## config.mk

```make
export PLATFORM = sky130hd
export DESIGN_NAME = pe_col_drain_flat
export DESIGN_NICKNAME = d
export VERILOG_FILES = /design/src/rtl/pe_col_drain_pkg.sv /design/src/rtl/pe_col_drain_if.sv /design/src/rtl/pe_drain_fifo.sv /design/src/rtl/pe_col_drain.sv /design/src/flat_wrapper.sv
export SDC_FILE = /design/constraint.sdc
export NUM_CORES = 1
export LEC_CHECK = 0
export CAP_MARGIN = 20
export CELL_PAD_IN_SITES_DETAIL_PLACEMENT = 2
export CELL_PAD_IN_SITES_GLOBAL_PLACEMENT = 2
export CORE_MARGIN = 5
export CORE_UTILIZATION = 45
export CTS_BUF_LIST = sky130_fd_sc_hd__clkbuf_4
export DETAILED_ROUTE_END_ITERATION = 10
export DONT_BUFFER_PORTS = 1
export PLACE_DENSITY = 0.87
export RECOVER_POWER = 25
export SYNTH_ARGS = -nofsm -noshare
export SYNTH_HDL_FRONTEND = slang
export SYNTH_SLANG_ARGS = --single-unit
```

## constraint.sdc

```tcl
create_clock -name clk -period 8.83 [get_ports clk]
set_input_delay 1.766 -clock clk [delete_from_list [all_inputs] [get_ports clk]]
set_output_delay 1.766 -clock clk [all_outputs]
set_load 0.01 [all_outputs]
```

## src/rtl/pe_col_drain_pkg.sv

```systemverilog
`default_nettype none
// ============================================================================
//  Module      : raven_pe_pkg
//  Description : Shared widths, saturation limits and the accumulator-to-
//                narrow conversion used by the systolic drain stage.
//                Optional rounding: define PE_DRAIN_ROUND_EN.
//  Revision    : 1.0 - initial release
// ============================================================================
package raven_pe_pkg;

  localparam int N_COL_DEF = 4;
  localparam int INT_BW    = 5;
  localparam int FRA_BW    = 10;
  localparam int MUL_BW    = 1 + INT_BW + FRA_BW;
  localparam int ACC_BW    = 32;

  // Top bit of the accumulator slice that survives narrowing.
  localparam int NARROW_MSB = INT_BW + 2 * FRA_BW;

  localparam logic [MUL_BW-1:0] SAT_MAX = {1'b0, {(MUL_BW-1){1'b1}}};
  localparam logic [MUL_BW-1:0] SAT_MIN = {1'b1, {(MUL_BW-1){1'b0}}};

  // Representable range of the narrow result, expressed in accumulator units
  // with one guard bit so rounding can never wrap.
  localparam logic signed [ACC_BW:0] ACC_HI =
    {{(ACC_BW+1-NARROW_MSB){1'b0}}, {NARROW_MSB{1'b1}}};
  localparam logic signed [ACC_BW:0] ACC_LO =
    {{(ACC_BW+1-NARROW_MSB){1'b1}}, {NARROW_MSB{1'b0}}};

`ifdef PE_DRAIN_ROUND_EN
  // Half of one narrow LSB: round half up.
  localparam logic signed [ACC_BW:0] ROUND_INC =
    {{(ACC_BW+1-FRA_BW){1'b0}}, 1'b1, {(FRA_BW-1){1'b0}}};
`endif

  typedef logic [N_COL_DEF*MUL_BW-1:0] row_t;

  // Saturating signed narrow from Q(.2*FRA_BW) accumulator to Q(INT_BW.FRA_BW).
  function automatic logic [MUL_BW-1:0] sat_narrow(input logic [ACC_BW-1:0] acc);
    logic signed [ACC_BW:0] v;
    v = $signed({acc[ACC_BW-1], acc});
`ifdef PE_DRAIN_ROUND_EN
    v = v + ROUND_INC;
`endif
    if (v > ACC_HI) begin
      return SAT_MAX;
    end else if (v < ACC_LO) begin
      return SAT_MIN;
    end else begin
      return v[NARROW_MSB:FRA_BW];
    end
  endfunction

endpackage
`default_nettype wire

```

## src/rtl/pe_col_drain_if.sv

```systemverilog
`default_nettype none
// ============================================================================
//  Module      : pe_col_drain_if
//  Description : Row output handshake of the drain stage (valid/ready + row).
//  Revision    : 1.0 - initial release
// ============================================================================
interface pe_col_drain_if #(
  parameter int N_COL  = 4,
  parameter int MUL_BW = 16
) ();
  logic                    out_vld_o;
  logic                    out_rdy_i;
  logic [N_COL*MUL_BW-1:0] out_dat_o;

  // Producer side (the drain stage).
  modport master (
    output out_vld_o,
    output out_dat_o,
    input  out_rdy_i
  );

  // Consumer side (writeback path).
  modport slave (
    input  out_vld_o,
    input  out_dat_o,
    output out_rdy_i
  );
endinterface
`default_nettype wire

```

## src/rtl/pe_drain_fifo.sv

```systemverilog
`default_nettype none
// ============================================================================
//  Module      : pe_drain_fifo
//  Description : Synchronous row FIFO with combinational head read, occupancy
//                count and push-through-when-full if a pop happens the same
//                cycle. Synchronous clear overrides push and pop.
//  Revision    : 1.0 - initial release
// ============================================================================
module pe_drain_fifo #(
  parameter int WIDTH = 64,
  parameter int DEPTH = 8
) (
  input  logic                       clk,
  input  logic                       rst_n,
  input  logic                       clear_i,
  input  logic                       push_i,
  input  logic [WIDTH-1:0]           push_dat_i,
  input  logic                       pop_i,
  output logic [WIDTH-1:0]           head_o,
  output logic                       vld_o,
  output logic                       full_o,
  output logic [$clog2(DEPTH):0]     count_o
);

  localparam int AW = $clog2(DEPTH);
  localparam logic [AW:0] FULL_CNT = (AW+1)'(DEPTH);

  logic [AW-1:0]  wr_ptr_q, wr_ptr_d;
  logic [AW-1:0]  rd_ptr_q, rd_ptr_d;
  logic [AW:0]    count_q,  count_d;
  logic [WIDTH-1:0] mem_q [DEPTH];
  logic [WIDTH-1:0] mem_d [DEPTH];

  logic do_push;
  logic do_pop;

  assign vld_o   = (count_q != '0);
  assign full_o  = (count_q == FULL_CNT);
  assign count_o = count_q;
  assign head_o  = mem_q[rd_ptr_q];

  // A pop on an empty FIFO is ignored; a push on a full FIFO only lands when
  // the same cycle frees the head slot.
  assign do_pop  = pop_i & vld_o & ~clear_i;
  assign do_push = push_i & (~full_o | do_pop) & ~clear_i;

  // Next-state for pointers, count and storage.
  always_comb begin
    wr_ptr_d = wr_ptr_q;
    rd_ptr_d = rd_ptr_q;
    count_d  = count_q;
    mem_d    = mem_q;
    if (clear_i) begin
      wr_ptr_d = '0;
      rd_ptr_d = '0;
      count_d  = '0;
    end else begin
      if (do_push) begin
        mem_d[wr_ptr_q] = push_dat_i;
        wr_ptr_d        = wr_ptr_q + AW'(1);
      end
      if (do_pop) begin
        rd_ptr_d = rd_ptr_q + AW'(1);
      end
      case ({do_push, do_pop})
        2'b10:   count_d = count_q + (AW+1)'(1);
        2'b01:   count_d = count_q - (AW+1)'(1);
        default: count_d = count_q;
      endcase
    end
  end

  // Control state with asynchronous reset.
  always_ff @(posedge clk or negedge rst_n) begin
    if (!rst_n) begin
      wr_ptr_q <= '0;
      rd_ptr_q <= '0;
      count_q  <= '0;
    end else begin
      wr_ptr_q <= wr_ptr_d;
      rd_ptr_q <= rd_ptr_d;
      count_q  <= count_d;
    end
  end

  // Row storage; contents are don't-care while the count says empty.
  always_ff @(posedge clk) begin
    mem_q <= mem_d;
  end

endmodule
`default_nettype wire

```

## src/rtl/pe_col_drain.sv

```systemverilog
`default_nettype none
// ============================================================================
//  Module      : pe_col_drain
//  Description : Drain stage under the bottom PE row. Deskews the per-column
//                accumulator outputs, saturates each to MUL_BW, buffers whole
//                rows in a FIFO and offers them on a valid/ready interface.
//                Build option PE_DRAIN_ROUND_EN: round half up before narrowing
//                (default: truncate). Latency is the same in both builds.
//  Revision    : 1.0 - initial release
// ============================================================================
module pe_col_drain
  import raven_pe_pkg::*;
#(
  parameter int N_COL      = N_COL_DEF,
  parameter int FIFO_DEPTH = 8
) (
  input  logic                      clk,
  input  logic                      rst_n,
  input  logic                      clear_i,
  input  logic [N_COL-1:0]          in_vld_i,
  input  logic [N_COL*ACC_BW-1:0]   in_dat_i,
  pe_col_drain_if.master            out_if,
  output logic                      afull_o,
  output logic                      ovf_o,
  output logic                      err_o
);

  localparam int CW = $clog2(FIFO_DEPTH) + 1;
  // Rows still in flight in the delay lines must always find a free slot.
  localparam logic [CW-1:0] AFULL_CNT = CW'(FIFO_DEPTH - N_COL);

  logic [N_COL-1:0]        tail_vld;
  logic [ACC_BW-1:0]       tail_dat [N_COL];

  logic [N_COL-1:0]        aln_vld_q, aln_vld_d;
  logic [N_COL*MUL_BW-1:0] aln_dat_q, aln_dat_d;

  logic ovf_q, ovf_d;
  logic err_q, err_d;

  logic                    row_push;
  logic                    row_mixed;
  logic                    row_pop;
  logic [N_COL*MUL_BW-1:0] fifo_head;
  logic                    fifo_vld;
  logic                    fifo_full;
  logic [CW-1:0]           fifo_count;

  // --------------------------------------------------------------------------
  // Deskew: lane k sees N_COL-k stages so every lane of a row reaches its
  // tail on the same edge that the last lane enters its only stage.
  // --------------------------------------------------------------------------
  for (genvar k = 0; k < N_COL; k++) begin : g_lane
    localparam int STAGES = N_COL - k;

    logic [STAGES-1:0] vld_q, vld_d;
    logic [ACC_BW-1:0] dat_q [STAGES];
    logic [ACC_BW-1:0] dat_d [STAGES];

    // Shift the lane's delay line; clear empties it.
    always_comb begin
      vld_d = '0;
      for (int s = 0; s < STAGES; s++) begin
        dat_d[s] = '0;
      end
      if (!clear_i) begin
        vld_d[0] = in_vld_i[k];
        dat_d[0] = in_dat_i[k*ACC_BW +: ACC_BW];
        for (int s = 1; s < STAGES; s++) begin
          vld_d[s] = vld_q[s-1];
          dat_d[s] = dat_q[s-1];
        end
      end
    end

    // Delay line registers.
    always_ff @(posedge clk or negedge rst_n) begin
      if (!rst_n) begin
        vld_q <= '0;
        for (int s = 0; s < STAGES; s++) begin
          dat_q[s] <= '0;
        end
      end else begin
        vld_q <= vld_d;
        dat_q <= dat_d;
      end
    end

    assign tail_vld[k] = vld_q[STAGES-1];
    assign tail_dat[k] = dat_q[STAGES-1];
  end

  // Aligned stage input: narrow every lane of the deskewed row.
  always_comb begin
    aln_vld_d = '0;
    aln_dat_d = '0;
    if (!clear_i) begin
      aln_vld_d = tail_vld;
      for (int k = 0; k < N_COL; k++) begin
        aln_dat_d[k*MUL_BW +: MUL_BW] = sat_narrow(tail_dat[k]);
      end
    end
  end

  // A complete row pushes; a partial row is a skew violation and is dropped.
  assign row_push  = &aln_vld_q;
  assign row_mixed = (|aln_vld_q) & ~(&aln_vld_q);
  assign row_pop   = out_if.out_vld_o & out_if.out_rdy_i;

  // Sticky flags, cleared only by reset or clear.
  always_comb begin
    ovf_d = ovf_q;
    err_d = err_q;
    if (clear_i) begin
      ovf_d = 1'b0;
      err_d = 1'b0;
    end else begin
      if (row_push & fifo_full & ~row_pop) begin
        ovf_d = 1'b1;
      end
      if (row_mixed) begin
        err_d = 1'b1;
      end
    end
  end

  // Aligned row register and sticky flags.
  always_ff @(posedge clk or negedge rst_n) begin
    if (!rst_n) begin
      aln_vld_q <= '0;
      aln_dat_q <= '0;
      ovf_q     <= 1'b0;
      err_q     <= 1'b0;
    end else begin
      aln_vld_q <= aln_vld_d;
      aln_dat_q <= aln_dat_d;
      ovf_q     <= ovf_d;
      err_q     <= err_d;
    end
  end

  pe_drain_fifo #(
    .WIDTH (N_COL*MUL_BW),
    .DEPTH (FIFO_DEPTH)
  ) u_fifo (
    .clk        (clk),
    .rst_n      (rst_n),
    .clear_i    (clear_i),
    .push_i     (row_push),
    .push_dat_i (aln_dat_q),
    .pop_i      (row_pop),
    .head_o     (fifo_head),
    .vld_o      (fifo_vld),
    .full_o     (fifo_full),
    .count_o    (fifo_count)
  );

  // Output data is forced to zero while nothing is offered.
  assign out_if.out_vld_o = fifo_vld;
  assign out_if.out_dat_o = fifo_vld ? fifo_head : '0;
  assign afull_o          = (fifo_count >= AFULL_CNT);
  assign ovf_o            = ovf_q;
  assign err_o            = err_q;

endmodule
`default_nettype wire

```

## src/flat_wrapper.sv

```systemverilog
// flat-port wrapper written by rule: the top's interface ports become plain ports
module pe_col_drain_flat import raven_pe_pkg::*;
#(
  parameter int N_COL      = N_COL_DEF,
  parameter int FIFO_DEPTH = 8
)
  (clk, rst_n, clear_i, in_vld_i, in_dat_i, afull_o, ovf_o, err_o, out_if_out_vld_o, out_if_out_dat_o, out_if_out_rdy_i);
  pe_col_drain_if #(.N_COL(N_COL), .MUL_BW((16))) out_if_i ();
  input  logic clk;
  input  logic rst_n;
  input  logic clear_i;
  input  logic [N_COL-1:0] in_vld_i;
  input  logic [N_COL*ACC_BW-1:0] in_dat_i;
  output logic afull_o;
  output logic ovf_o;
  output logic err_o;
  output wire logic [$bits(out_if_i.out_vld_o)-1:0] out_if_out_vld_o;
  output wire logic [$bits(out_if_i.out_dat_o)-1:0] out_if_out_dat_o;
  input wire logic [$bits(out_if_i.out_rdy_i)-1:0] out_if_out_rdy_i;
  assign out_if_out_vld_o = out_if_i.out_vld_o;
  assign out_if_out_dat_o = out_if_i.out_dat_o;
  assign out_if_i.out_rdy_i = out_if_out_rdy_i;
  pe_col_drain #(.N_COL(N_COL), .FIFO_DEPTH(FIFO_DEPTH)) u_core (.clk(clk), .rst_n(rst_n), .clear_i(clear_i), .in_vld_i(in_vld_i), .in_dat_i(in_dat_i), .out_if(out_if_i), .afull_o(afull_o), .ovf_o(ovf_o), .err_o(err_o));
endmodule
```

==> impl_metrics.json <==
{
  "outcome": "finished, final reports clean",
  "synth_top_area_share_pct": 50.6,
  "fp-row-count": 95,
  "die_w_um": 270,
  "hpwl_um": 43200,
  "swShare_pct": 23.5,
  "muxShareOfSynthArea_pct": 11.7,
  "finalSetupViolCount": 0,
  "synth_simple_gate_area_share_pct": 7.58,
  "power_mw": 7.66,
  "p_per_area_nw_per_um2": 226,
  "hold_viol": 0,
  "die_y_um": 270,
  "grtUsageTotal_pct": 23.8,
  "initial_utilization_pct": 45.3,
  "hold_class": "reg2reg",
  "startpoint": "u_core.u_fifo.rd_ptr_q[1]$_DFFE_PN0P_",
  "reg2reg_to": "u_core.u_fifo.mem_q[135]$_DFFE_PP_",
  "final.setup.tns_ns": 0,
  "clock_latency_ns": 1.04,
  "critPathKind": "reg2out",
  "ys_warn_count": 0,
  "fin_nets": 1957,
  "reg2reg_slack_ns": 5.28,
  "area_growth_pct": 11.8,
  "io_pins": 204,
  "fp.dieArea_um2": 72800,
  "syn_avg_cell_area_um2": 17.9,
  "synth_most_common_cell": "edfxtp_1",
  "h-tree-depth": 4,
  "tightest_slew_ns": 1.12,
  "grt_pass1_vias": 18788,
  "antenna_found_initial": 4,
  "power_switching_mw": 1.80,
  "num_vias": 16177,
  "cts_tree": "built",
  "synth_seq_cells": 822,
  "gp_congestion": 0.718,
  "clock_skew_ns": 0.0824,
  "r2r_start": "u_core.u_fifo.count_o[1]$_DFFE_PN0P_",
  "combPwrFrac_pct": 1.3,
  "core-area_um2": 67000,
  "drtIter0Drc": 1408,
  "hold_depth": 1,
  "synth_top_family_by_area": "multiplexers",
  "relSlewSlack_pct": 25.6,
  "rsz0062_at_grt": "no",
  "final.period_utilization_pct": 64.7,
  "routed_via_density": 5.64,
  "fmaxAchievable_mhz": 175,
  "cap_violations": 0,
  "irDropWorstVdd_v": 0.000130,
  "reg2reg_depth": 4,
  "drc": 0,
  "min_from": "u_core.g_lane[1].dat_q[91]$_DFF_PN0_",
  "synthTopCellsByCount": "512 x edfxtp_1, 310 x dfrtp_1, 238 x nor2b_1, 128 x mux4_2, 86 x nor2_1",
  "required_ns": 7.06,
  "synthCells": 1693,
  "yosys.cell_types.count": 36,
  "arrival_ns": 3.95,
  "hold_ws_ns": 0.443,
  "synth_area_leaders": "edfxtp_1 51%, dfrtp_1 26%, mux4_2 9.5%",
  "path_buf_inv": 1,
  "synth_edf_count": 512,
  "syn_area_um2": 30400,
  "drt-total-wl_um": 86200,
  "numCtsBuffers": 200,
  "async_flop_share_pct": 37.7,
  "critical_path.max_stage_delay_ns": 1.02,
  "clk_pin_slew_ns": 0.08,
  "drive_gt1_share_pct": 24.6,
  "period_needed_ns": 5.71,
  "synth-compound-area-share_pct": 2.87,
  "cts_root_buf": "clkbuf_4",
  "p_int_mw": 5.86,
  "yosysSeqAreaShare_pct": 76.1,
  "fillCellCount": 6075,
  "wl_per_cell_um": 30.1,
  "cp_slowest_cell": "dfrtp_4",
  "whs_endpoint": "u_core.g_lane[1].dat_q[59]$_DFF_PN0_",
  "cts_resized": 0,
  "critPathCaptureType": "primary output",
  "slew_viol_final": 0,
  "crit_path_start_kind": "flop",
  "fin_util_pct": 50.7,
  "firstDrtPassIters": 6,
  "path_cells": "buf_4, mux4_2, mux2i_1, nor2_1",
  "seqPwrFrac_pct": 55.5,
  "io_buffers": 0,
  "place_inst": 2486,
  "cp_max_fo": 74,
  "crit_family": "flip-flops",
  "synth_top_cell_by_area": "edfxtp_1",
  "synth_fp_nets": 1834,
  "ant_nets": 0,
  "post_cts_buffers": 0,
  "clkPwrFrac_pct": 43.2,
  "leakage_nw": 12.3,
  "final_cells": 2868,
  "clockBufferDepth": 3,
  "cts.sinks": 822,
  "holdBufCountCts": 0,
  "grt_pass1_wl_um": 129000,
  "gr-total-overflow": 0,
  "synth_fa_ha_area_share_pct": 0.231,
  "grt_start_max_net_pins": 317,
  "synth_ff_type": "edfxtp_1",
  "synthXorXnorAreaFrac_pct": 0.144
}
[state kept, by name, indices dropped and copies added (netlist names)]
name                    count
u_core.u_fifo.mem_q       512
u_core.g_lane.dat_q       220
u_core.aln_dat_q           64
u_core.g_lane.vld_q        10
u_core.aln_vld_q            4
u_core.u_fifo.count_o       4
u_core.u_fifo.rd_ptr_q      3
u_core.u_fifo.wr_ptr_q      3
u_core.err_o                1
u_core.ovf_o                1
[final cells by class]
type                       instances  area [um^2]  area share (%)
sequential                       822        23100            68.1
antenna                            2         5.00          0.0147
tap                              873         1090            3.22
multi-input combinational        769         6910            20.3
clock buffer                     306         2300            6.76
clock inverter                    73          340            1.00
inverter                           1         3.75          0.0111
timing repair buffer              22          181           0.534
[power groups by stage]
| stage | clock [mW] | sequential (mW) | combinational, mW |
|---|---|---|---|
| floorplan | 0 | 4.29 | 0.0870 |
| global placement | 0 | 4.30 | 0.0873 |
| detailed placement | 0 | 4.32 | 0.0957 |
| CTS | 3.41 | 4.25 | 0.101 |
| global route | 3.64 | 4.26 | 0.108 |
| finish | 3.31 | 4.25 | 0.100 |
[stage by stage]
| stage | setup WS (ns) | instance area (um^2) |
|---|---|---|
| floorplan | 1.49 | 30400 |
| global placement | 4.17 | 31300 |
| detailed placement | 4.11 | 31300 |
| CTS | 2.96 | 34000 |
| global route | 2.91 | 34000 |
| finish | 3.12 | 34000 |
[layer usage]
metal	vias up	part of all wire, %	track usage, %
met3	122	5.3	4.93
met5	-	0	0
met1	8780	40	30.1
met2	657	53	42.0
met4	0	2.0	6.68
li1	6618	-	-
[cell usage in the layout (no fill, tap or decap), drive strengths merged, types with 4 or more instances in the layout]
cell type  Yosys  routed
nor3           8       8
o21bai        60      60
buf           32      22
clkbuf        69     306
nand2         71      71
nand4          5       5
nor2b        238     238
mux2i         66      66
inv            1       5
dfrtp        310     310
ha             4       4
nand3          6       6
a21oi         66      66
nor4           6       6
nor2          86      86
o21ai          4       4
mux4         128     128
clkinv         0      66
edfxtp       512     512
xor2           5       5
[worst max-delay path by stage]
stage	cells after the start	to	slack, ns
detailed placement	4	out_if_out_dat_o[58]	4.11
global route	4	out_if_out_dat_o[60]	2.91
global placement	4	out_if_out_dat_o[58]	4.17
CTS	4	out_if_out_dat_o[58]	2.96
floorplan	3	u_core.u_fifo.mem_q[384]$_DFFE_PP_	1.49
finish	4	out_if_out_dat_o[12]	3.12
[kinds of logic (layout without fill, tap and decap cells)]
family	after synthesis	in the layout
compound gates	135	135
xor+xnor	5	5
fa+ha+maj	5	5
buf+inv	102	402
flops	822	822
mux	194	194
other cells	0	2
simple gates	430	430
No activity file was read; power rests on OpenSTA's default activity.
